**config.mk**
```make
export PLATFORM = sky130hd
export DESIGN_NAME = program_loader
export DESIGN_NICKNAME = d
export VERILOG_FILES = /design/src/rtl/program_loader.sv
export SDC_FILE = /design/constraint.sdc
export NUM_CORES = 1
export LEC_CHECK = 0
export ABC_AREA = 1
export CORE_UTILIZATION = 48
export DETAILED_ROUTE_END_ITERATION = 10
export GPL_ROUTABILITY_DRIVEN = 0
export HOLD_SLACK_MARGIN = 0.15
export PLACE_DENSITY = 0.7
export SLEW_MARGIN = 15
export SYNTH_ARGS = -nofsm -noshare
export SYNTH_HDL_FRONTEND = slang
export SYNTH_SLANG_ARGS = --single-unit
```
**constraint.sdc**
```tcl
create_clock -name clock -period 3 [get_ports clock]
set_input_delay 0.6 -clock clock [delete_from_list [all_inputs] [get_ports clock]]
set_output_delay 0.6 -clock clock [all_outputs]
set_load 0.05 [all_outputs]
```
**src/rtl/program_loader.sv**
```systemverilog
// rtl/program_loader.sv - framed byte-stream boot loader for the CPU instruction memory
module program_loader #(
  parameter int INSTR_MEM_SIZE = 64,
  parameter int ADDR_WIDTH     = 6
) (
  input  logic                  clock,
  input  logic                  reset,
  input  logic [7:0]            in_byte,
  input  logic                  in_valid,
  output logic                  in_ready,
  output logic                  imem_we,
  output logic [ADDR_WIDTH-1:0] imem_addr,
  output logic [31:0]           imem_wdata,
  output logic                  cpu_reset,
  output logic                  done,
  output logic                  error
);

  localparam logic [2:0] S_COUNT = 3'd0;
  localparam logic [2:0] S_DATA  = 3'd1;
  localparam logic [2:0] S_WRITE = 3'd2;
  localparam logic [2:0] S_CHECK = 3'd3;
  localparam logic [2:0] S_DONE  = 3'd4;
  localparam logic [2:0] S_ERROR = 3'd5;

  localparam logic [7:0] MAX_N = 8'(INSTR_MEM_SIZE);

  logic [2:0]  state;
  // Low only in the first cycle out of reset so in_ready stays low while reset is held
  logic        active;
  logic [7:0]  n;
  // Kept 8 bits wide so it compares directly against the count byte
  logic [7:0]  widx;
  logic [1:0]  bidx;
  // Only the first three bytes are stored; the fourth goes straight into imem_wdata
  logic [23:0] word;
  logic [7:0]  acc;
  logic        xfer;

  // Ready is a pure state decode so nothing depends combinationally on in_valid
  assign in_ready = active && ((state == S_COUNT) || (state == S_DATA) || (state == S_CHECK));
  assign xfer     = in_valid && in_ready;

  // Frame parser, word assembler, checksum accumulator and registered outputs
  always_ff @(posedge clock or negedge reset) begin
    if (!reset) begin
      state      <= S_COUNT;
      active     <= 1'b0;
      n          <= 8'd0;
      widx       <= 8'd0;
      bidx       <= 2'd0;
      word       <= 24'd0;
      acc        <= 8'd0;
      imem_we    <= 1'b0;
      imem_addr  <= '0;
      imem_wdata <= 32'd0;
      cpu_reset  <= 1'b0;
      done       <= 1'b0;
      error      <= 1'b0;
    end else begin
      active  <= 1'b1;
      imem_we <= 1'b0;
      case (state)
        S_COUNT: begin
          if (xfer) begin
            n    <= in_byte;
            widx <= 8'd0;
            bidx <= 2'd0;
            acc  <= 8'd0;
            if ((in_byte == 8'd0) || (in_byte > MAX_N)) begin
              state <= S_ERROR;
              error <= 1'b1;
            end else begin
              state <= S_DATA;
            end
          end
        end
        S_DATA: begin
          if (xfer) begin
            acc  <= acc ^ in_byte;
            bidx <= bidx + 2'd1;
            word <= {word[15:0], in_byte};
            if (bidx == 2'd3) begin
              state      <= S_WRITE;
              imem_we    <= 1'b1;
              imem_addr  <= widx[ADDR_WIDTH-1:0];
              imem_wdata <= {word, in_byte};
            end
          end
        end
        S_WRITE: begin
          widx  <= widx + 8'd1;
          state <= (widx == n - 8'd1) ? S_CHECK : S_DATA;
        end
        S_CHECK: begin
          if (xfer) begin
            if (in_byte == acc) begin
              state     <= S_DONE;
              done      <= 1'b1;
              cpu_reset <= 1'b1;
            end else begin
              state <= S_ERROR;
              error <= 1'b1;
            end
          end
        end
        S_DONE:  state <= S_DONE;
        S_ERROR: state <= S_ERROR;
        default: state <= S_ERROR;
      endcase
    end
  end

endmodule

```
==> results of run 1 <==
through the flow:
stage               instance area (um2)  setup WS (ns)  utilization
finish                             5000          0.456        0.597
global placement                   4810          0.833        0.574
global route                       5000          0.396        0.597
floorplan                          4220           1.25            -
CTS                                5000          0.447        0.597
detailed placement                 4810          0.784        0.574
state kept, by name (all words and copies together) (netlist names), 2 cells and up:
register / flops
state: 3
acc: 8
bidx: 2
imem_addr: 6
word: 24
n: 8
widx: 8
imem_wdata: 32
path summary, 6_finish.rpt:
kind,startpoint,to,slack [ns],depth (start not counted)
max in group asynchronous,reset,imem_we,2.10,2
min in group clock,imem_addr[0],imem_addr[0],0.48,2
setup / recovery,state[2],in_ready,0.46,4
hold reg to reg,imem_addr[0],imem_addr[0],0.48,2
hold / removal,reset,bidx[0],0.22,1
setup reg to reg,state[0],widx[4],1.04,7
area by class of cell:
class                   instances  area share
clock buffers                  11      0.0263
clock inverters                 5      0.0115
inverters                      60      0.0450
repair buffers                 56       0.115
flip-flops and latches         95       0.475
well taps                     105      0.0263
multi-input cells             307       0.301
metal layers:
metal / vias up / wire [um]
met5: - / 0
li1: 1613 / -
met4: 0 / 149
met1: 1504 / 4210
met2: 74 / 3740
met3: 12 / 305
cells in the mapped netlist (4+ instances only):
| library cell | instances | share of area |
|---|---|---|
| inv_1 | 59 | 0.052 |
| o21ai_0 | 49 | 0.058 |
| buf_6 | 5 | 0.013 |
| nor2_1 | 29 | 0.026 |
| a22o_1 | 5 | 0.010 |
| dfrtp_1 | 95 | 0.56 |
| clkbuf_1 | 4 | 0.0036 |
| xor2_1 | 5 | 0.010 |
| nand3_1 | 15 | 0.018 |
| xnor2_1 | 7 | 0.015 |
| o21ai_1 | 20 | 0.024 |
| a21oi_1 | 6 | 0.0071 |
| buf_2 | 5 | 0.0059 |
| o21ai_2 | 10 | 0.021 |
| nand2_1 | 138 | 0.12 |
power breakdown:
part / internal, mW / switching, mW
Sequential: 1.28 / 0.000281
Clock: 0.388 / 0.439
Combinational: 0.0187 / 0.0436
logic make-up (layout without fill, tap and decap cells):
kind of cell / count (synthesis) / in the layout / share of synthesized area
AO/OA/AOI/OAI: 97 / 97 / 0.132
XOR/XNOR: 12 / 12 / 0.0249
adder cells (fa/ha/maj): 3 / 3 / 0.00889
buffers and inverters: 77 / 132 / 0.0809
flip-flops: 95 / 95 / 0.563
other: 1 / 1 / 0.000888
AND/OR/NAND/NOR: 194 / 194 / 0.189
==> run_results.csv, run 1 <==
group,metric,value,unit
outcome,status,"complete, no violations",
power,pwr_density_cell,434,mW/mm2
grt,grt-ovfl-total,0,
route,via_per_inst,5.01,
grt,antenna_found_initial,0,
logic_synthesis,netlist_instances,479,
run,maxCapViolations,0,
timing,max_freq,393,MHz
setup_path,worstPathArrival,1.94,ns
final_layout,fin_nets,543,
logic_synthesis,syn-cell-area,0.00422,mm2
logic_synthesis,synth_edf_count,0,
timing,rsz0062_at_grt,"false",
route,drtIter0Drc,222,
clocking,clock_latency,0.36,ns
logic_synthesis,syn_nets,493,
final_layout,layout-drive-gt1-share,0.0693,
clocking,cts_tree,"yes",
floorplanning,ios,54,
setup_path,startpoint_type,"flop",
power,total_power,2.17,mW
grt,globalRoute.busiestLayer,"met2",
setup_path,crit_chain,"inv_2, nand2_2, nor2_4, clkdlybuf4s50_1",
floorplanning,fp.dieW,95.8,um
timing,finalHoldViolCount,0,
power,ir_drop,203,uV
clocking,cts_root_buffer,"clkbuf_8",
clocking,post_cts_buffers,0,
route,drt_first_pass_iters,6,
final_layout,multi_input_area,0.00150,mm2
grt,grt_max_degree,77,
final_layout,nFillCells,754,
grt,grtUsageMet2,0.304,
timing,period_needed,2.54,ns
place,numPortBuffers,53,
clocking,cts_buffer_depth,2,
setup_path,critPathKind,"flop to primary output",
final_layout,final_cell_mix,"nand2_1, dfrtp_1, inv_1",
clocking,clock_sinks,95,
timing,whs,0.223,ns
grt,grt_usage,0.205,
grt,grtUsageMet1,0.302,
timing,tightestPinTransition,0.573,ns
timing,slew_headroom,0.617,
final_layout,register_area,0.00238,mm2
logic_synthesis,yosysSeqAreaShare,0.563,
floorplanning,rows,33,
setup_path,crit_slowest_cell,"clkdlybuf4s50_1",
final_layout,n_antenna_cell,0,
floorplanning,fp.dieArea,0.00918,mm2
route,drc,0,
setup_path,crit_family,"buffers and inverters",
clocking,cts_buffers,9,
route,wl,8410,um
timing,slew_viol_final,0,
timing,setup_viol,0,
logic_synthesis,ys_types,34,
logic_synthesis,ys_ff_latch,95,
final_layout,fin_cells,639,
clocking,post_cts_resized,0,
clocking,cts_htree_levels,3,
place,hpwl,5850,um
place,dpl.cell_count,623,
setup_path,cp.required,2.40,ns
worst_hold_path,hold_class,"input port to async pin",
timing,setup_tns,0,ns
setup_path,crit_buf_inv,2,
final_layout,mostFrequentLayoutCell,"nand2_1",
grt,grt_pass1_vias,2980,
timing,period_share,0.848,
floorplanning,core_area,0.00838,mm2
floorplanning,die-height,95.8,um
setup_path,end_kind,"primary output",
route,wl_per_cell,13.2,um
setup_path,cpPeakStageDelay,0.82,ns
grt,grt_pass1_wl,14300,um
timing,clock_skew,0.0110,ns
power,leakage,2.53,nW
grt,gr-usage-met3,0.0269,
setup_path,path_max_fanout,6,
route,vias,3203,
logic_synthesis,ys_warn_count,0,
clocking,clkTransAtPathRegs,0.09,ns
clocking,ctsHoldBuffers,0,
route,ant_nets,0,
logic_synthesis,ys_async_sr_fraction,1.00,
final_layout,area_growth,18.5,%
logic_synthesis,syn_avg_cell_area,8.82,um2
logic_synthesis,ys.flop_type,"dfrtp_1",
floorplanning,initial_core_util,0.504,
No activity file was read; power rests on OpenSTA's default activity.
==> run 2, diff against run 1 <==
--- a/config.mk
+++ b/config.mk
@@ -10,7 +10,7 @@
 export DETAILED_ROUTE_END_ITERATION = 10
 export GPL_ROUTABILITY_DRIVEN = 0
 export HOLD_SLACK_MARGIN = 0.15
-export PLACE_DENSITY = 0.7
+export PLACE_DENSITY = 0.73
 export SLEW_MARGIN = 15
 export SYNTH_ARGS = -nofsm -noshare
 export SYNTH_HDL_FRONTEND = slang
==> constraint.sdc (replaced) <==
create_clock -name clock -period 2.3 [get_ports clock]
set_input_delay 0.46 -clock clock [delete_from_list [all_inputs] [get_ports clock]]
set_output_delay 0.46 -clock clock [all_outputs]
set_load 0.05 [all_outputs]
==> run 2 against run 1 <==
  * Global-route usage grew 0.074 points
  * Clock skew is essentially flat
  * Setup slack got worse by 0.27 ns
  * First-iteration DRC count down 19%
==> run_results.csv, run 2 (synthesis gave the netlist of run 1 again) <==
group,metric,value,unit
timing,finalHoldViolCount,0,
final_layout,final_cell_mix,"nand2_1, dfrtp_1, inv_1",
grt,grt_usage,0.206,
worst_hold_path,hold_end,"imem_addr[4]",
timing,period_share,0.920,
setup_path,cpPeakStageDelay,0.85,ns
worst_hold_path,hold_class,"flop to flop",
setup_path,crit_start,"done",
grt,grt_max_degree,70,
route,ant_nets,0,
place,numPortBuffers,53,
grt,antenna_found_initial,0,
setup_path,crit_family,"buffers and inverters",
floorplanning,rows,33,
route,drtIter0Drc,180,
timing,tightestPinTransition,0.599,ns
timing,slew_headroom,0.597,
final_layout,largest_reg_flops,32,
grt,grt_pass1_vias,2991,
route,wl,8480,um
power,pwr_density_cell,569,mW/mm2
setup_path,crit_slowest_cell,"clkdlybuf4s50_1",
final_layout,n_antenna_cell,0,
outcome,status,"complete, no violations",
timing,setup_viol,0,
worst_hold_path,hp-start,"imem_addr[4]",
setup_path,critPathKind,"flop to primary output",
place,dp_slack,0.342,ns
run,maxCapViolations,0,
clocking,post_cts_resized,0,
timing,max_freq,473,MHz
final_layout,layout-drive-gt1-share,0.0781,
final_layout,mostFrequentLayoutCell,"nand2_1",
clocking,cts_root_buffer,"clkbuf_8",
setup_path,regToRegEndpoint,"widx[7]",
clocking,clkTransAtPathRegs,0.09,ns
power,ir_drop,365,uV
floorplanning,fp.dieW,95.8,um
setup_path,reg2reg_from,"state[2]",
floorplanning,ios,54,
setup_path,end_kind,"primary output",
route,via_per_inst,5.02,
timing,slew_viol_final,0,
clocking,clock_latency,0.36,ns
setup_path,crit_chain,"clkdlybuf4s50_1",
setup_path,reg2reg_depth,9,
floorplanning,fp.dieArea,0.00918,mm2
place,hpwl,6150,um
clocking,cts_buffer_depth,2,
route,vias,3229,
floorplanning,core_area,0.00838,mm2
final_layout,reg.largest.list,"imem_wdata: 32 flops, word: 24 flops",
floorplanning,die-height,95.8,um
route,wl_per_cell,13.2,um
timing,fin_ws,0.185,ns
final_layout,fin_util,0.602,
timing,period_needed,2.12,ns
setup_path,startpoint_type,"flop",
setup_path,r2r_slack,0.57,ns
setup_path,crit_buf_inv,1,
setup_path,path_max_fanout,3,
clocking,clock_sinks,95,
timing,clock_skew,0.0115,ns
power,leakage,2.55,nW
setup_path,worstPathArrival,1.66,ns
floorplanning,initial_core_util,0.504,
grt,grt_pass1_wl,14200,um
route,drt_first_pass_iters,4,
final_layout,fin_nets,547,
clocking,cts_htree_levels,3,
clocking,cts_buffers,9,
final_layout,area_growth,19.6,%
setup_path,cp.required,1.84,ns
timing,rsz0062_at_grt,"false",
clocking,cts_tree,"yes",
grt,grt-ovfl-total,0,
route,drc,0,
final_layout,regMostFlops,"imem_wdata",
worst_hold_path,hold_depth,2,
timing,setup_tns,0,ns
==> run 2: cell count changes in the layout (fill, tap and decap cells not counted) <==
cell	delta
clkinvlp_4	+1
dlygate4sd3_1	+1
inv_6	+1
clkinv_2	-2
clkbuf_1	-1
buf_4	+4
clkdlybuf4s50_1	-1
clkbuf_8	+1
==> run 2: metal layers <==
metal	global-route usage	wire, um	vias to the layer above	share of wire
met5	0	0	-	0
met4	0.0883	168	0	0.020
met2	0.324	3820	75	0.45
met3	0.0332	459	15	0.054
met1	0.285	4030	1515	0.48
li1	-	-	1624	-
==> run 2: per-stage QoR <==
| step | hold slack, ns | total power, mW | instance area [um2] | cells |
|---|---|---|---|---|
| final | 0.486 | 2.87 | 5050 | 643 |
| after global routing | 0.506 | 2.96 | 5050 | 643 |
| after CTS | 0.489 | 2.90 | 5050 | 643 |
| after detailed placement | 0.407 | 1.79 | 4830 | 626 |
| after global placement | 0.403 | 1.78 | 4830 | 626 |
| after floorplan | 0.164 | 1.72 | 4220 | 479 |
==> run 2: report_power, final <==
part	switching (mW)	internal [mW]	total (mW)
Sequential	0.000474	1.67	1.67
Clock	0.577	0.542	1.12
Combinational	0.0562	0.0255	0.0817
==> run 2: layout make-up <==
class / count / area (um2)
clock buffer: 11 / 141
clock inverter: 5 / 63.8
fill: 752 / 3330
inverter: 60 / 225
multi-input combinational: 307 / 1500
sequential: 95 / 2380
tap: 105 / 131
timing repair buffer: 60 / 606
==> run 2: worst max-delay path by stage <==
| stage | cells past startpoint | slack, ns | end |
|---|---|---|---|
| global placement | 9 | 0.38 | state[0] |
| detailed placement | 9 | 0.34 | state[0] |
| floorplan | 10 | 0.55 | imem_addr[3] |
| finish | 1 | 0.18 | done |
| CTS | 1 | 0.19 | done |
| global route | 1 | 0.18 | done |
==> run 2: what timing repair did <==
item / in CTS / in global routing
hold buffers: 1 / 0
buffers inserted: 0 / 0
endpoints found under the hold margin: 26 / 0
==> run 3, diff against run 2 <==
--- a/config.mk
+++ b/config.mk
@@ -5,12 +5,12 @@
 export SDC_FILE = /design/constraint.sdc
 export NUM_CORES = 1
 export LEC_CHECK = 0
-export ABC_AREA = 1
 export CORE_UTILIZATION = 48
 export DETAILED_ROUTE_END_ITERATION = 10
+export DONT_BUFFER_PORTS = 1
 export GPL_ROUTABILITY_DRIVEN = 0
 export HOLD_SLACK_MARGIN = 0.15
-export PLACE_DENSITY = 0.73
+export PLACE_DENSITY = 0.64
 export SLEW_MARGIN = 15
 export SYNTH_ARGS = -nofsm -noshare
 export SYNTH_HDL_FRONTEND = slang
==> run 3 against run 2 <==
  * The flow now finishes with violations (hold timing)
  * Critical path depth grew 1
  * Clock skew is 0.0027 ns lower
  * Register-to-register slack lost 0.07 ns
  * Via count decreased by 19%
  * Largest cell class unchanged
==> run_results.csv, run 3 <==
group,metric,value,unit
logic_synthesis,synth_edf_count,0,
logic_synthesis,ys_ff_latch,95,
route,wl_per_cell,17.5,um
route,ant_nets,0,
logic_synthesis,ys_warn_count,0,
power,leakage,2.26,nW
final_layout,reg.largest.list,"imem_wdata: 32 flops, word: 24 flops",
route,via_per_inst,5.63,
floorplanning,core_area,0.00868,mm2
floorplanning,die-height,96.5,um
route,drc,0,
clocking,post_cts_resized,0,
route,drtIter0Drc,90,
logic_synthesis,netlist_instances,360,
grt,grt_max_degree,96,
setup_path,startpoint_type,"flop",
logic_synthesis,synth.area.top_cells,"dfrtp_1, mux2_2, nand2_1",
floorplanning,rows,34,
timing,clock_skew,0.00885,ns
final_layout,regMostFlops,"imem_wdata",
grt,grt_pass1_wl,13600,um
logic_synthesis,syn-cell-area,0.00428,mm2
final_layout,largest_reg_flops,32,
timing,fin_ws,0.159,ns
timing,tightestPinTransition,0.917,ns
place,numPortBuffers,0,
final_layout,fin_cells,466,
outcome,status,"finished with violations",
logic_synthesis,syn_nets,374,
clocking,cts_buffers,9,
floorplanning,initial_core_util,0.494,
logic_synthesis,yosys-top-cells-count,"dfrtp_1, mux2_2, nand2_1, o21ai_0, xnor2_1",
logic_synthesis,ys_async_sr_fraction,1.00,
run,maxCapViolations,0,
timing,max_freq,467,MHz
place,hpwl,5400,um
final_layout,design_area,0.00454,mm2
clocking,cts_root_buffer,"clkbuf_8",
final_layout,fin_nets,367,
route,drt_first_pass_iters,4,
clocking,post_cts_buffers,0,
place,dpl.cell_count,450,
grt,grt-ovfl-total,0,
timing,finalHoldViolCount,95,
logic_synthesis,syn_avg_cell_area,11.9,um2
final_layout,final_cell_mix,"dfrtp_1, mux2_2, nand2_1",
setup_path,end_kind,"primary output",
floorplanning,ios,54,
clocking,clkTransAtPathRegs,0.09,ns
grt,grt_pass1_vias,2605,
final_layout,n_antenna_cell,0,
setup_path,path_max_fanout,15,
clocking,cts_tree,"yes",
logic_synthesis,ys.flop_type,"dfrtp_1",
clocking,cts_buffer_depth,2,
setup_path,critPathKind,"flop to primary output",
logic_synthesis,ys_types,47,
final_layout,mostFrequentLayoutCell,"dfrtp_1",
route,wl,8170,um
logic_synthesis,synth_largest_area_cell,"dfrtp_1",
timing,period_share,0.931,
setup_path,cp.required,1.84,ns
floorplanning,fp.dieArea,0.00930,mm2
timing,rsz0062_at_grt,"false",
timing,period_needed,2.14,ns
logic_synthesis,synth_top_area_frac,0.555,
timing,whs,-0.218,ns
outcome,violations,"hold timing",
logic_synthesis,yosysSeqAreaShare,0.555,
final_layout,layout-drive-gt1-share,0.232,
place,dp_slack,0.502,ns
grt,antenna_found_initial,0,
timing,setup_tns,0,ns
clocking,clock_sinks,95,
floorplanning,fp.dieW,96.5,um
timing,slew_headroom,0.388,
power,pwr_density_cell,615,mW/mm2
worst_hold_path,hold_class,"input port to async pin",
place,placed_area,0.00434,mm2
final_layout,area_growth,6.05,%
grt,grt_usage,0.197,
clocking,cts_htree_levels,3,
setup_path,worstPathArrival,1.68,ns
timing,setup_viol,0,
clocking,clock_latency,0.36,ns
power,ir_drop,415,uV
logic_synthesis,yosysMostFrequentCell,"dfrtp_1",
route,vias,2624,
timing,slew_viol_final,0,
## run 3: per-stage QoR
stage	total power, mW	utilization
floorplan	1.73	-
global placement	1.73	0.501
detailed placement	1.73	0.501
CTS	2.83	0.523
global route	2.89	0.523
finish	2.79	0.523
## run 3: metal layers
layer  vias up  global-route usage  wire length [um]
li1       1234                   -                 -
met1      1322               0.274              3900
met2        64               0.300              3740
met3         4              0.0571               477
met4         0              0.0613                55
met5         -                   0                 0
## run 3: cells by family after synthesis
group,Yosys count,synth area share
AOI/OAI and AO/OA,41,0.0599
xor gates and xnor gates,18,0.0368
adders and majority gates,3,0.00877
buffers and inverters,29,0.0353
DFF,95,0.555
muxes,64,0.167
other,1,0.000876
and+or+nand+nor,109,0.136
## run 3: cell type report
| cell class | instances | area, um2 |
|---|---|---|
| fillers | 772 | 4140 |
| flip-flops and latches | 95 | 2380 |
| multi-input cells | 236 | 1750 |
| well taps | 108 | 135 |
| clock buffers | 10 | 128 |
| clock inverters | 6 | 70.1 |
| repair buffers | 3 | 47.5 |
| inverters | 8 | 30.0 |
## run 3: critical path, cell delays in order (launching register included)
cell	delay [ns]
dfrtp_1	0.67
inv_1	0.18
o211a_1	0.46
## run 3: path summary, 6_finish.rpt
kind | from | endpoint | slack (ns) | cells after the start
setup / recovery | state[1] | in_ready | 0.16 | 2
hold reg to reg | bidx[1] | bidx[1] | 0.50 | 2
max in group asynchronous | reset | n[6] | 2.38 | 0
min in group clock | in_byte[2] | n[2] | 0.20 | 2
hold / removal | reset | imem_wdata[31] | -0.22 | 0
setup reg to reg | state[1] | acc[2] | 0.50 | 4
## run 3: where the power goes
group | switching [mW] | internal, mW | leakage, nW
sequential | 0.00500 | 1.67 | 1.27
combinational | 0.00782 | 0.00975 | 0.892
clock | 0.591 | 0.511 | 0.101
total | 0.604 | 2.19 | 2.26
